[config.mk]
export PLATFORM = sky130hd
export DESIGN_NAME = psram_arbiter
export DESIGN_NICKNAME = d
export VERILOG_FILES = /design/src/rtl/psram_arbiter_pkg.sv /design/src/rtl/psram_arbiter_rr_select.sv /design/src/rtl/psram_arbiter.sv
export SDC_FILE = /design/constraint.sdc
export NUM_CORES = 1
export LEC_CHECK = 0
export ABC_AREA = 1
export CORE_UTILIZATION = 41
export CTS_CLUSTER_DIAMETER = 150
export DETAILED_ROUTE_END_ITERATION = 12
export PLACE_DENSITY = 0.8
export REMOVE_ABC_BUFFERS = 1
export SYNTH_ARGS = -nofsm -noshare
export SYNTH_HDL_FRONTEND = slang
export SYNTH_SLANG_ARGS = --single-unit
[constraint.sdc]
create_clock -name clk -period 2.6 [get_ports clk]
set_input_delay 0.26 -clock clk [delete_from_list [all_inputs] [get_ports clk]]
set_output_delay 0.26 -clock clk [all_outputs]
set_load 0.01 [all_outputs]
[src/rtl/psram_arbiter_pkg.sv]
// Shared types and constants for the PSRAM request arbiter.
package psram_arbiter_pkg;
  localparam int ADDR_W      = 22;
  localparam int DATA_W      = 16;
  localparam int CNT_W       = 5;
  localparam int DEF_TIMEOUT = 31;

  typedef enum logic [2:0] {
    ST_INIT,
    ST_IDLE,
    ST_ISSUE,
    ST_WAIT,
    ST_DONE
  } state_t;

  typedef struct packed {
    logic              we;
    logic              byte_we;
    logic [ADDR_W-1:0] addr;
    logic [DATA_W-1:0] wdata;
  } cmd_t;
endpackage

[src/rtl/psram_arbiter_rr_select.sv]
// Round-robin pick: first requesting port after i_ptr, wrapping modulo N.
module rr_select #(
  parameter int N  = 2,
  parameter int IW = (N > 1) ? $clog2(N) : 1
) (
  input  logic [N-1:0]  i_req,
  input  logic [IW-1:0] i_ptr,
  output logic [N-1:0]  o_grant,
  output logic [IW-1:0] o_idx
);
  logic w_found;

  always_comb begin
    o_grant = '0;
    o_idx   = '0;
    w_found = 1'b0;
    // k is the distance from the last-served port; nearest requester wins
    for (int k = 0; k < N; k++) begin
      for (int j = 0; j < N; j++) begin
        if (!w_found && i_req[j] && (((int'(i_ptr) + 1 + k) % N) == j)) begin
          w_found    = 1'b1;
          o_grant[j] = 1'b1;
          o_idx      = IW'(j);
        end
      end
    end
  end
endmodule

[src/rtl/psram_arbiter.sv]
// Arbitrates NPORTS requesters onto one PSRAM controller command port,
// one transaction at a time, with a bounded wait and sticky timeout flag.
module psram_arbiter
  import psram_arbiter_pkg::*;
#(
  parameter int NPORTS  = 2,
  parameter int TIMEOUT = DEF_TIMEOUT
) (
  input  logic                     clk,
  input  logic                     reset,
  input  logic [NPORTS-1:0]        req,
  input  logic [NPORTS-1:0]        we,
  input  logic [NPORTS-1:0]        byte_we,
  input  logic [NPORTS*ADDR_W-1:0] addr,
  input  logic [NPORTS*DATA_W-1:0] wdata,
  output logic [NPORTS-1:0]        ack,
  output logic [DATA_W-1:0]        rdata,
  output logic                     timeout,
  output logic                     mem_read,
  output logic                     mem_write,
  output logic                     mem_byte_write,
  output logic [ADDR_W-1:0]        mem_addr,
  output logic [DATA_W-1:0]        mem_din,
  input  logic [DATA_W-1:0]        mem_dout,
  input  logic                     mem_busy
);
  localparam int IW = (NPORTS > 1) ? $clog2(NPORTS) : 1;
  localparam logic [CNT_W-1:0] TO_CNT = CNT_W'(TIMEOUT);

  state_t              r_state, w_nxt;
  cmd_t                r_cmd;
  logic [IW-1:0]       r_ptr, r_gidx;
  logic [NPORTS-1:0]   r_grant_oh;
  logic [CNT_W-1:0]    r_cnt, w_cnt_inc;
  logic                r_timeout, w_to_hit;
  logic [DATA_W-1:0]   r_rdata;
  cmd_t [NPORTS-1:0]   w_cmd;
  logic [NPORTS-1:0]   w_gnt;
  logic [IW-1:0]       w_idx;

  for (genvar g = 0; g < NPORTS; g++) begin : g_port
    assign w_cmd[g] = '{we:      we[g],
                        byte_we: byte_we[g],
                        addr:    addr[g*ADDR_W +: ADDR_W],
                        wdata:   wdata[g*DATA_W +: DATA_W]};
  end

  rr_select #(.N(NPORTS), .IW(IW)) u_rr (
    .i_req   (req),
    .i_ptr   (r_ptr),
    .o_grant (w_gnt),
    .o_idx   (w_idx)
  );

  always_comb begin
    w_nxt     = r_state;
    w_to_hit  = 1'b0;
    w_cnt_inc = r_cnt + CNT_W'(1);
    case (r_state)
      ST_INIT:  if (!mem_busy) w_nxt = ST_IDLE;
      ST_IDLE:  if (|req) w_nxt = ST_ISSUE;
      ST_ISSUE: w_nxt = ST_WAIT;
      ST_WAIT: begin
        // r_cnt==0 marks the first WAIT cycle, where busy may not have risen yet
        if (r_cnt != '0) begin
          if (!mem_busy) begin
            w_nxt = ST_DONE;
          end else if (w_cnt_inc == TO_CNT) begin
            w_nxt    = ST_DONE;
            w_to_hit = 1'b1;
          end
        end
      end
      ST_DONE:  w_nxt = ST_IDLE;
      default:  w_nxt = ST_INIT;
    endcase
  end

  always_ff @(posedge clk or posedge reset) begin
    if (reset) begin
      r_state    <= ST_INIT;
      r_cmd      <= '0;
      r_ptr      <= IW'(NPORTS - 1);
      r_gidx     <= '0;
      r_grant_oh <= '0;
      r_cnt      <= '0;
      r_timeout  <= 1'b0;
      r_rdata    <= '0;
    end else begin
      r_state <= w_nxt;
      case (r_state)
        ST_IDLE: if (|req) begin
          r_cmd      <= w_cmd[w_idx];
          r_grant_oh <= w_gnt;
          r_gidx     <= w_idx;
        end
        ST_ISSUE: r_cnt <= '0;
        ST_WAIT: begin
          r_cnt <= w_cnt_inc;
          // capture on the way into DONE so rdata is valid alongside ack
          if (w_nxt == ST_DONE) r_rdata <= mem_dout;
          if (w_to_hit) r_timeout <= 1'b1;
        end
        ST_DONE: r_ptr <= r_gidx;
        default: ;
      endcase
    end
  end

  always_comb begin
    mem_read  = (r_state == ST_ISSUE) && !r_cmd.we;
    mem_write = (r_state == ST_ISSUE) &&  r_cmd.we;
    ack       = (r_state == ST_DONE) ? r_grant_oh : '0;
  end

  assign mem_byte_write = r_cmd.byte_we;
  assign mem_addr       = r_cmd.addr;
  assign mem_din        = r_cmd.wdata;
  assign rdata          = r_rdata;
  assign timeout        = r_timeout;
endmodule
# ---- After elaboration in Yosys (flattened, before gate mapping)
# Cells that the tools add are included.
dict set report totals {
  ff_bits 69
  latchBits 0
  ram_bits 0
  mem_bits_ro 0
  inputBits 101
  memories 0
}
dict set report op_classes {
  n_addsub 3
  n_mul 0
  div_mod_pow 0
  order_cmp 1
  eq_ne 8
  shifts 0
  muxes 22
  bitwise_logic 2
  n_reduce_logical 22
}
# cell count
set op_table {}
lappend op_table {{$mux 40} 2}
lappend op_table {{$logic_not 32->1} 2}
lappend op_table {{$add 32x2->32 const B} 1}
lappend op_table {{$mux 3} 5}
lappend op_table {{$pmux 3 s5} 1}
lappend op_table {{$mux 1} 12}
lappend op_table {{$pmux 5 s2} 1}
lappend op_table {{$logic_and 1x1->1} 9}
lappend op_table {{$eq 3x2->1 const B} 2}
lappend op_table {{$eq 3x3->1 const B} 2}
lappend op_table {{$reduce_and 2->1} 3}
lappend op_table {{$add 5x1->5 const B} 1}
lappend op_table {{$eq 5x5->1 const B} 1}
lappend op_table {{$reduce_bool 5->1} 1}
lappend op_table {{$eq 2x2->1 const B} 2}
lappend op_table {{$logic_not 1->1} 4}
lappend op_table {{$eq 3x1->1 const B} 1}
lappend op_table {{$logic_not 3->1} 1}
lappend op_table {{$add 1x1->2 const B} 1}
lappend op_table {{$lt 1x2->1 const B} 1}
lappend op_table {{$mux 2} 1}
lappend op_table {{$reduce_bool 2->1} 1}
lappend op_table {{$reduce_or 2->1} 1}
lappend op_table {{$and 1x1->1} 1}
lappend op_table {{$and 1x1->1 const A} 1}

# ---- Depth between registers and ports, before layout
# Gate-level depths: netlist of run 1.
dict set report depth {
  ltp_word 19
  ltp_mapped 11
  depth_no_buf 10
}

# ---- Cells and area by module
# From an unflattened synthesis of run 1, not the netlist that was laid out.
dict set report unflattened {
  hier_cells 417
  area_unflattened_um2 3445.8
}
# mod instances cells_each area_each_um2 seq_area_each_um2
set by_module_without_submodules {}
lappend by_module_without_submodules {psram_arbiter 1 412 3410.8 1727.9}
lappend by_module_without_submodules {rr_select 1 5 35.0 0.0}

# ---- Worst setup path before layout of run 1
# No wires, ideal clock.
dict set report synth_timing {
  path_kind {register to register}
  start {register r_cnt[1]}
  end {register r_rdata[3] (netlist: rdata[3])}
  setup_time_ns 0.117
  arrival_ns 1.400
  t_required_ns 2.483
  slack_ns 1.083
  stages_incl_launch_ff 11
  path_buffers 1
  period_less_slack_ns 1.517
  path_cell_list {dfrtp_1 -> ha_1 -> nand2_1 -> nand2_2 -> nor2_2 -> nand3_2 -> nand2_4 -> nand3_4 -> buf_6 -> nand2_1 -> nand2_1}
}
dict set report synth_between {
  elab_chain_cells 8
  word_cells_on_any_way 9
  cone_classes {add/sub (1); eq/ne (2); mux (4); reduce/logical (2)}
}
# element line
set synth_lines {}
lappend synth_lines {{from (decl)} psram_arbiter.sv:34} ;# logic [CNT_W-1:0] r_cnt, w_cnt_inc;
lappend synth_lines {{from (signal assigned)} psram_arbiter.sv:99} ;# r_cnt <= w_cnt_inc;
lappend synth_lines {{$add 5x1->5} psram_arbiter.sv:58} ;# w_cnt_inc = r_cnt + CNT_W'(1);
lappend synth_lines {{$eq 5x5->1} psram_arbiter.sv:68} ;# end else if (w_cnt_inc == TO_CNT) begin
lappend synth_lines {{$mux 3} psram_arbiter.sv:68}
lappend synth_lines {{$mux 3} psram_arbiter.sv:66} ;# if (!mem_busy) begin
lappend synth_lines {{$mux 3 *} psram_arbiter.sv:65} ;# if (r_cnt != '0) begin
lappend synth_lines {{$pmux 3 s5 *} psram_arbiter.sv:59} ;# case (r_state)
lappend synth_lines {{$eq 3x3->1 *} psram_arbiter.sv:101} ;# if (w_nxt == ST_DONE) r_rdata <= mem_dout;
lappend synth_lines {{$reduce_and 2->1 (no line) *} n/a}
lappend synth_lines {{to (signal assigned)} psram_arbiter.sv:101}
lappend synth_lines {{to (decl)} psram_arbiter.sv:36} ;# logic [DATA_W-1:0] r_rdata;
# Mark *: on every way between the ends. The rest lies on a longest branch, timed or not.
# A chain may end at the register's enable or synchronous reset.

# ---- Worst setup path in the final report of run 1
dict set report layout_timing {
  start {register r_state[2]}
  end {output port mem_write}
}
dict set report layout_between {
  elab_chain_cells 2
}
# element line
set layout_lines {}
lappend layout_lines {{from (decl)} psram_arbiter.sv:30} ;# state_t r_state, w_nxt;
lappend layout_lines {{from (signal assigned)} psram_arbiter.sv:90} ;# r_state <= w_nxt;
lappend layout_lines {{$eq 3x2->1} psram_arbiter.sv:112} ;# mem_write = (r_state == ST_ISSUE) && r_cmd.we;
lappend layout_lines {{$logic_and 1x1->1} psram_arbiter.sv:112}
lappend layout_lines {{to (decl)} psram_arbiter.sv:20} ;# output logic mem_write,
# No other way between the ends.

==> flow_summary.yaml, run 1 <==
status:
  run_status: "finished, final reports clean"
pwr:
  power_leakage_nw: 2.21
  pwr_density_cell_nw_per_um2: 1050
  power.ir.vdd_worst_v: 0.000546
logic_synthesis:
  post_synth_design_cell_area_um2: 3450
  flops_latches_synth: 69
  yosysTopAreaCellShare: 0.493
  synth_cells: 415
  post_synth_num_cell_types: 28
  synth_largest_area_cell: "sky130_fd_sc_hd__dfrtp_1"
  syn_area_per_cell_um2: 8.31
  synth_area_leaders: "sky130_fd_sc_hd__dfrtp_1 (49%), sky130_fd_sc_hd__a21oi_1 (11%), sky130_fd_sc_hd__nand2_1 (9.8%), sky130_fd_sc_hd__buf_4 (8.5%), sky130_fd_sc_hd__nor2_1 (5.0%)"
  yosysSeqAreaShare: 0.501
  yosys_warnings: 0
route:
  firstDrtPassIters: 6
  drc: 0
  routed.top_layer: "met4"
  drtIter0Drc: 104
  detailroute.wirelength.met2_um: 4640
  via_per_inst: 5.06
  post_drt_wl_per_cell_um: 14.4
  wl_um: 9280
  wl_met1_um: 3870
  vias: 3253
  ant_nets: 0
  wl_met3_um: 676
cts:
  root_buffer: "sky130_fd_sc_hd__clkbuf_8"
  tritoncts_num_sinks: 69
  ctsLongestPathBuffers: 2
  tritoncts_clock_tree: "done"
  cts-htree-levels: 3
  cts_hold_buf: 0
  post_cts.resized_instances: 0
  post-cts-setup-buffers: 0
  cts_inserted_buffers: 9
  cts.reportedPaths.clkPinSlew_ns: 0.08
  clk_latency_ns: 0.33
timing:
  rsz0062_at_grt: "false"
  finalHoldViolCount: 0
  fmax_ghz: 0.476
  final_critical_path_setup_slack_ns: 0.499
  totalNegativeSetupSlack_ns: 0
  hold_ws_ns: 0.289
  final_period_minus_worst_setup_slack_ns: 2.10
  worst_clk_skew_ns: 0.00842
  max-slew-margin-rel: 0.468
  maxSlewViolCount: 0
  tightest_slew_ns: 0.799
  final-setup-viol-count: 0
  final_period_util: 0.808
global_route:
  grt_antenna_before_repair: 0
  first_global_vias: 3185
  largest_net_degree_at_the_start_of_global_routing: 47
  wire_length_of_the_first_global_routing_pass_um: 14900
  grt.total_usage: 0.219
  grt_overflow: 0
place:
  dp_worst_setup_slack_ns: 0.473
  placedCellCount: 627
  gpl.final_weighted_congestion: 0.858
  buffer_ports.inserted: 160
  place.detailed.hpwl_um: 6650
layout:
  register_area_um2: 1730
  multiInputGateArea_um2: 1250
  finish.net_count: 637
  drive_above_1_share: 0.0669
  antennaDiodeCount: 0
  layout.cells.non_filler: 643
  n_fill_cell: 693
  syn_to_final_growth_pct: 46.6
setup_path:
  timing.critical_path.required_ns: 2.34
  worst_path_most_repeated_cell: "sky130_fd_sc_hd__nor2_1"
  criticalPathCategory: "reg -> out"
  critical-path-max-stage-delay_ns: 0.54
  worst_path_max_delay_cell: "sky130_fd_sc_hd__clkdlybuf4s50_1"
  crit_chain: "inv_2 > nand2_1 > nor2_1 > inv_1 > nor2_1 > clkdlybuf4s50_1"
  cp_data_arrival_time_ns: 1.84
  worst_setup_path_end_kind: "output pin"
  path_max_fanout: 4
  crit_path_start_kind: "flip-flop"
floorplan:
  floorplan.rows: 33
  fp.coreArea_um2: 8180
  die_h_um: 93.7
  top_level_ports: 161
  die-width_um: 93.7
  design.die.area_um2: 8780
  initial_core_util: 0.422
run:
  max_cap_violations: 0
worst_hold_path:
  worst_min_delay_path_category: "in -> async"
==> cell families after synthesis <==
group	Yosys count	share of synthesized area
AO/OA/AOI/OAI	92	0.135
adder cells (fa/ha/maj)	3	0.0109
buffers and inverters	81	0.136
flip-flops	69	0.501
AND/OR/NAND/NOR	170	0.217
==> metal layers <==
metal	vias up	GRT usage
met4	0	0.0782
met5	-	0
met2	126	0.377
met3	8	0.0558
li1	1554	-
met1	1565	0.263
==> layout by cell type, fill, tap and decap left out, drive strengths merged, types with 2 or more instances in the layout <==
master	n
a21oi	79
buf	6
clkbuf	10
clkdlybuf4s50	160
clkinv	2
clkinvlp	3
dfrtp	68
ha	3
inv	22
nand2	93
nand3	6
nand4	20
nor2	48
o21ai	10
==> state kept, by name, indices dropped and copies added (netlist names) <==
signal and count:
mem_din 16, mem_byte_write 1, timeout 1, r_cmd 1, rdata 16, r_grant_oh 2
r_state 3, r_cnt 5, mem_addr 22, r_gidx 1, r_ptr 1
==> synth_stat cells <==
library cell	count
sky130_fd_sc_hd__a21oi_1	79
sky130_fd_sc_hd__nor2_2	1
sky130_fd_sc_hd__dfrtp_1	68
sky130_fd_sc_hd__dfstp_2	1
sky130_fd_sc_hd__inv_2	3
sky130_fd_sc_hd__buf_2	8
sky130_fd_sc_hd__o211ai_1	1
sky130_fd_sc_hd__buf_4	39
sky130_fd_sc_hd__o22ai_1	1
sky130_fd_sc_hd__nor3_1	1
sky130_fd_sc_hd__nand3_2	1
sky130_fd_sc_hd__nand3_4	1
sky130_fd_sc_hd__nand2_1	90
sky130_fd_sc_hd__nand2_2	2
sky130_fd_sc_hd__ha_1	3
sky130_fd_sc_hd__buf_6	1
sky130_fd_sc_hd__nor2_4	1
sky130_fd_sc_hd__clkbuf_1	11
sky130_fd_sc_hd__o21bai_1	1
sky130_fd_sc_hd__nand4_1	19
sky130_fd_sc_hd__nand4_2	1
sky130_fd_sc_hd__nor4_1	1
sky130_fd_sc_hd__inv_1	19
sky130_fd_sc_hd__o21ai_0	10
sky130_fd_sc_hd__nand3_1	4
sky130_fd_sc_hd__or2_2	1
sky130_fd_sc_hd__nor2_1	46
sky130_fd_sc_hd__nand2_4	1
==> critical path: cells and delay by family, from the launching register on <==
kind / cells / cell delay, ns
buf+inv: 3 / 0.72
flops: 1 / 0.40
simple gates: 3 / 0.39
==> worst paths after layout <==
check                            from     endpoint  slack (ns)  cells past startpoint
max reg2reg                  r_cnt[1]     rdata[9]        0.78                     10
max                        r_state[2]    mem_write        0.50                      6
min                             reset    rdata[10]        0.29                      2
max in group asynchronous       reset  mem_addr[9]        1.64                      3
min reg2reg                 rdata[12]    rdata[12]        0.47                      2
min in group clk            rdata[12]    rdata[12]        0.47                      2
==> area by class of cell <==
cell class                 count  area share
timing repair buffer         166       0.328
sequential                    69       0.342
clock buffer                  10      0.0272
multi-input combinational    265       0.248
inverter                      22      0.0163
clock inverter                 6      0.0124
tap                          105      0.0260
==> metrics by stage <==
stage	power [W]	utilization	instance area (um^2)
after floorplan	0.00307	-	3060
after global placement	0.00437	0.594	4850
after detailed placement	0.00446	0.594	4850
after CTS	0.00536	0.618	5050
after global routing	0.00569	0.618	5050
final	0.00530	0.618	5050
==> where the power goes <==
| group | switching (W) | internal [W] |
|---|---|---|
| logic | 0.00131 | 0.00125 |
| registers | 0.000295 | 0.00157 |
| clock network | 0.000405 | 0.000465 |
| total | 0.00201 | 0.00329 |
Note: power is estimated with default switching activity, not from simulation.
==> run 2, diff against run 1 <==
CORE_UTILIZATION = 37   (was 41)
PLACE_DENSITY = 0.76   (was 0.8)
clock period = 1.74 ns   (was 2.6 ns; I/O delays follow)
==> run 2 against run 1 <==
Net effect: the flow now finishes with violations (DRC); die area is 11% higher; via count is essentially flat; critical path type unchanged; clock skew rose by 0.0034 ns; core utilization is 3.6 points lower; count of clock-buffer cells in the layout rose by 1.
==> flow_summary.yaml, run 2 (synthesis gave the netlist of run 1 again) <==
status:
  run_status: "complete, but fails checks"
  failed_checks: "DRC"
cts:
  cts.reportedPaths.clkPinSlew_ns: 0.07
  root_buffer: "sky130_fd_sc_hd__clkbuf_8"
  cts_hold_buf: 0
  clk_latency_ns: 0.35
  tritoncts_num_sinks: 69
  cts-htree-levels: 3
  tritoncts_clock_tree: "done"
  ctsLongestPathBuffers: 2
  cts_inserted_buffers: 9
route:
  drc: 7
  wl_um: 9910
  drtIter0Drc: 85
  via_per_inst: 4.98
  post_drt_wl_per_cell_um: 15.2
  ant_nets: 0
  vias: 3250
  firstDrtPassIters: 9
setup_path:
  timing.critical_path.required_ns: 1.57
  worst_path_most_repeated_cell: "sky130_fd_sc_hd__nor2_1"
  criticalPathCategory: "reg -> out"
  crit_path_buffers_inverters: 3
  critical_path_depth: 6
  critPathTopFamily: "buffers and inverters"
  path_max_fanout: 4
  worst_path_max_delay_cell: "sky130_fd_sc_hd__dfrtp_1"
  crit_chain: "inv_2 > nand2_1 > nor2_1 > inv_1 > nor2_1 > clkdlybuf4s15_1"
  worst-r2r-cell-count: 9
  crit_path_start_kind: "flip-flop"
  cp_data_arrival_time_ns: 1.43
  worst_setup_path_end_kind: "output pin"
  critical-path-max-stage-delay_ns: 0.41
pwr:
  power.ir.vdd_worst_v: 0.000698
  pwr_density_cell_nw_per_um2: 1600
  power_leakage_nw: 2.26
  design_power_total_w: 0.00830
run:
  max_cap_violations: 0
timing:
  rsz0062_at_grt: "false"
  final-setup-viol-count: 0
  max-slew-margin-rel: 0.746
  totalNegativeSetupSlack_ns: 0
  worst_clk_skew_ns: 0.0118
  final_critical_path_setup_slack_ns: 0.140
  final_period_util: 0.920
  finalHoldViolCount: 0
  tightest_slew_ns: 0.381
  fmax_ghz: 0.625
  final_period_minus_worst_setup_slack_ns: 1.60
  maxSlewViolCount: 0
  hold_ws_ns: 0.220
floorplan:
  fp.coreArea_um2: 8890
  floorplan.rows: 34
  initial_core_util: 0.388
  design.die.area_um2: 9710
  die_h_um: 98.5
  top_level_ports: 161
  die-width_um: 98.5
global_route:
  grt.total_usage: 0.201
  wire_length_of_the_first_global_routing_pass_um: 15300
  grt_overflow: 0
  first_global_vias: 3220
  grt_antenna_before_repair: 0
  largest_net_degree_at_the_start_of_global_routing: 70
layout:
  layout.cells.most_common_list: "sky130_fd_sc_hd__clkdlybuf4s50_1 (156), sky130_fd_sc_hd__nand2_1 (90), sky130_fd_sc_hd__a21oi_1 (79)"
  number_of_flip_flops_under_the_largest_register_name: 22
  finish.net_count: 644
  final_util: 0.583
  antennaDiodeCount: 0
  syn_to_final_growth_pct: 50.2
  mostFrequentLayoutCell: "sky130_fd_sc_hd__clkdlybuf4s50_1"
  n_fill_cell: 783
  drive_above_1_share: 0.0844
place:
  place.detailed.hpwl_um: 6880
  gpl.final_weighted_congestion: 0.793
  buffer_ports.inserted: 160
  dp_worst_setup_slack_ns: 0.0335
worst_hold_path:
  worst_min_delay_path_category: "in -> async"
==> run 2: cell type report <==
type,count,area (um^2),area share
Clock buffer,11,131,0.0254
Clock inverter,5,85.1,0.0164
Inverter,22,82.6,0.0159
Multi-Input combinational cell,266,1280,0.247
Sequential cell,69,1730,0.334
Tap cell,108,135,0.0261
Timing Repair Buffer,172,1740,0.335
==> run 2: tightest hold or removal path, delay by kind of cell <==
kind	cells	cell delay, ns
buf+inv	3	0.80
==> run 2: power breakdown <==
part,switching [W],leakage (nW),internal (W)
sequential,0.000422,0.815,0.00235
combinational,0.00206,1.34,0.00201
clock,0.000643,0.104,0.000814
total,0.00313,2.26,0.00518
==> run 2: repair_timing <==
item	in CTS	in global routing
cloned	0	1
gates resized for setup	4	12
setup endpoints to repair	4	20
buffers inserted	0	1
==> run 2: per-layer routing <==
layer | routed length [um] | vias up | global-route usage
met5 | 0 | - | 0
li1 | - | 1569 | -
met3 | 975 | 7 | 0.0972
met4 | 73 | 0 | 0.0459
met2 | 4990 | 122 | 0.354
met1 | 3870 | 1552 | 0.219
==> run 2: per-stage QoR <==
| step | instance area [um^2] | std cells |
|---|---|---|
| after floorplan | 3060 | 356 |
| after global placement | 4930 | 635 |
| after detailed placement | 4930 | 635 |
| after CTS | 5140 | 651 |
| after global routing | 5180 | 653 |
| final | 5180 | 653 |
==> run 2: final timing paths <==
path,slack [ns],endpoint,start
min reg2reg,0.47,rdata[3],rdata[3]
max reg2reg,0.18,rdata[15],r_cnt[1]
max in group asynchronous,1.17,r_ptr,reset
max,0.14,ack[1],r_state[0]
min in group clk,0.37,mem_addr[2],addr[2]
min,0.22,rdata[11],reset
